--- src/rtl/mux2_n_to_n_pkg.sv ---
// Shared defaults for the two-input word selector and its optional output register.
package mux2_n_to_n_pkg;

  localparam int N_DEFAULT       = 32;
  localparam int REG_OUT_DEFAULT = 1;

endpackage

--- src/rtl/mux2_comb.sv ---
// Purely combinational 2:1 word selector; an unknown select propagates as X in simulation.
module mux2_comb #(
  parameter int N = 32
) (
  input  logic [N-1:0] zero_src_i,
  input  logic [N-1:0] one_src_i,
  input  logic         sel_i,
  output logic [N-1:0] out_o
);

  // The default arm yields X for an X/Z select and is a don't-care for synthesis.
  always_comb begin
    out_o = zero_src_i;
    case (sel_i)
      1'b0:    out_o = zero_src_i;
      1'b1:    out_o = one_src_i;
      default: out_o = 'x;
    endcase
  end

endmodule

--- src/rtl/mux2_n_to_n.sv ---
// N-bit 2:1 mux with an optional one-cycle registered copy and a post-reset valid flag.
module mux2_n_to_n
  import mux2_n_to_n_pkg::*;
#(
  parameter int N       = N_DEFAULT,
  parameter int REG_OUT = REG_OUT_DEFAULT
) (
  input  logic         clk,
  input  logic         reset,
  input  logic [N-1:0] zeroSource,
  input  logic [N-1:0] oneSource,
  input  logic         select,
  output logic [N-1:0] out,
  output logic [N-1:0] out_q,
  output logic         out_valid
);

  mux2_comb #(.N(N)) u_mux (
    .zero_src_i (zeroSource),
    .one_src_i  (oneSource),
    .sel_i      (select),
    .out_o      (out)
  );

  if (REG_OUT != 0) begin : g_reg
    logic [N-1:0] data_d, data_q;
    logic         vld_q;

    assign data_d = out;

    // Output register stage: one sample per edge, cleared by reset.
    always_ff @(posedge clk) begin
      if (reset) begin
        data_q <= '0;
        vld_q  <= 1'b0;
      end else begin
        data_q <= data_d;
        vld_q  <= 1'b1;
      end
    end

    assign out_q     = data_q;
    assign out_valid = vld_q;
  end else begin : g_noreg
    assign out_q     = '0;
    assign out_valid = 1'b0;
  end

endmodule

--- config.mk ---
export PLATFORM = sky130hd
export DESIGN_NAME = mux2_n_to_n
export DESIGN_NICKNAME = d
export VERILOG_FILES = /design/src/rtl/mux2_n_to_n_pkg.sv /design/src/rtl/mux2_comb.sv /design/src/rtl/mux2_n_to_n.sv
export SDC_FILE = /design/constraint.sdc
export NUM_CORES = 1
export LEC_CHECK = 0
export ABC_CLOCK_PERIOD_IN_PS = 2500
export CORE_MARGIN = 4
export CORE_UTILIZATION = 33
export CTS_CLUSTER_DIAMETER = 150
export CTS_CLUSTER_SIZE = 20
export DETAILED_ROUTE_END_ITERATION = 7
export HOLD_SLACK_MARGIN = 0.02
export PLACE_DENSITY = 0.92
export SLEW_MARGIN = 5
export SYNTH_ARGS = -nofsm -noshare
export SYNTH_HDL_FRONTEND = slang
export SYNTH_SLANG_ARGS = --single-unit
--- constraint.sdc ---
create_clock -name clk -period 2.5 [get_ports clk]
set_clock_uncertainty 0.05 [all_clocks]
set_input_delay 0.25 -clock clk [delete_from_list [all_inputs] [get_ports clk]]
set_output_delay 0.25 -clock clk [all_outputs]
set_load 0.1 [all_outputs]
==> metrics.txt <==
status=completed; area of the die=5430 um2; startpoint types=input pin; Slew Viols, Final=0; die width=73.7 um; clock buffer depth=2; CP Cell Sequence=buf_2 -> buf_12 -> mux2_2 -> buf_4; Critical Path Slowest Stage Cell=mux2_2; GRT Total Usage=15.8%; clk sinks=33; largest net degree at the start of global routing=34; final setup vio count=0; Setup TNS=0 ns; number of global-route vias before repair=1,401; worst-margin pin slew=0.711 ns; Crit Path Class=in2out; CORE AREA=4090 um2; syn nets=172; Critical Path Start=select; final WL=4.39 mm; worst rel slew slack=52.5%; Post-CTS Setup Repair Bufs=0; antenna violations before repair=0; post-route minimum period=1.53 ns; Critical Path RT=2.20 ns; internal cell power=0.00127 W; Clock transition at path regs=0.07 ns; Worst EP arrival=1.23 ns; Mapped Cells=105; synthesized cell area=1430 um2; post-CTS resize count=0; I/O pin total=132; Die H=73.7 um; area delta synth->final=104%; endpoints failing hold=0; Antenna Nets Post-Route=0; Flop pwr share=26.7%; CP endpoint=out[30]; Area after DPL=2770 um2; via count=1,267; nets=304; VDD IR max=0.477 mV; max incr delay on CP=0.38 ns; LEAKAGE=1.36 nW; Synth cell types=9; Clock Tree Root=clkbuf_8; CP endpoint kind=output port; HPWL after detailed placement=3.69 mm; power density cells=735 nW/um2; share of layout cells above drive strength 1=45.8%; drt drc=0; Max-Cap Viols=0; # diodes=0; Max Clock Freq=652 MHz; Initial Utilization=34.9%; Clock H-tree levels=2; clock group share of total power=27.6%; Switching Share=40.4%; sequential share of the synthesized area=46.4%; RSZ-0062 raised after global routing=false; DRT Pass-1 Iters=4; Logic pwr share=45.7%; Yosys reg bits=33; Synth warnings=0; Buffers on Ports=131; total gr overflow=0; vias per inst=4.40; syn_area_per_cell=13.6 um2; gpl congestion=0.658; WL/cell=15.3 um; cell area after layout=2900 um2; global-route wire length before repair=6.33 mm; hold buffer count at CTS=0; # rows=23; TritonCTS clock tree=yes; initial drt markers=18; Net Sw Power=0.000863 W; CTS Buf Count=5; Tcrit/Tclk final=61.3%; Tightest Hold Check Type=in2reg; CP max FO=32
[synth_stat cells]
cell type   n  area [um2]
and2_4      2        17.5
buf_6       1        11.3
buf_12      3        60.1
mux2_4     30         450
clkbuf_1    3        11.3
mux2_2      2        22.5
dfxtp_1    33         661
and2_1     30         188
inv_1       1        3.75
[power by group through the flow]
stage	Sequential (W)	Combinational, W	Clock, W
after floorplan	0.000838	0.000433	0
after global placement	0.000581	0.000972	0
after detailed placement	0.000583	0.000982	0
after CTS	0.000571	0.000982	0.000603
after global routing	0.000573	0.00100	0.000629
final	0.000570	0.000975	0.000589
[state kept, by name (all words and copies together), names as in the netlist]
| register | cells |
|---|---|
| out_valid | 1 |
| out_q | 32 |
[cell usage in the layout (no fill, tap or decap)]
cell | Yosys | routed
dfxtp_1 | 33 | 33
clkbuf_8 | 0 | 5
buf_12 | 3 | 17
buf_2 | 0 | 1
and2_4 | 2 | 2
mux2_4 | 30 | 30
buf_4 | 0 | 49
bufinv_16 | 0 | 2
clkinv_2 | 0 | 1
clkdlybuf4s50_1 | 0 | 65
mux2_2 | 2 | 2
and2_1 | 30 | 30
inv_1 | 1 | 1
[how the worst min path moves through the flow]
stage,end,from,cells after the start,slack (ns)
2_1_floorplan,out_q[29],reset,2,0.43
3_3_place_gp,out_q[23],out_q[23],1,0.70
3_5_place_dp,out_q[17],out_q[17],1,0.70
4_1_cts,out_q[25],select,4,0.59
5_1_grt,out_q[31],select,4,0.60
6_report,out_q[31],select,4,0.59
[through the flow]
step	setup slack [ns]	util (%)	std cells	hold WS, ns	total power, W
4_1_cts	0.953	71.0	288	0.587	0.00216
3_3_place_gp	0.945	67.8	280	0.696	0.00155
6_report	0.967	71.0	288	0.586	0.00213
2_1_floorplan	1.17	-	105	0.430	0.00127
5_1_grt	0.935	71.0	288	0.595	0.00220
3_5_place_dp	0.918	67.8	280	0.695	0.00156
[final cells by class]
type	instances	area (um2)
clock buffer	5	68.8
clock inverter	3	65.1
fill	288	1180
inverter	1	3.75
multi-input combinational	64	678
sequential	33	661
tap	50	62.6
timing repair buffer	132	1360
[critical path: cells and delay by family]
family	cells	cell delay, ns
buffers and inverters	3	0.58
muxes	1	0.38
[metal layers]
layer	GRT usage (%)	up-vias	part of all wire [%]
met4	9.05	0	2.9
met5	0	-	0
li1	-	605	-
met3	4.51	9	11
met1	14.9	573	33
met2	29.8	80	54
[cell families (layout without fill, tap and decap cells)]
group                  count (synthesis)  in the layout  synth area share, %
buffers and inverters                  8            141                 6.06
multiplexers                          32             32                 33.2
flip-flops                            33             33                 46.4
AND/OR/NAND/NOR                       32             32                 14.4
Power figures use the tool's default switching activity.
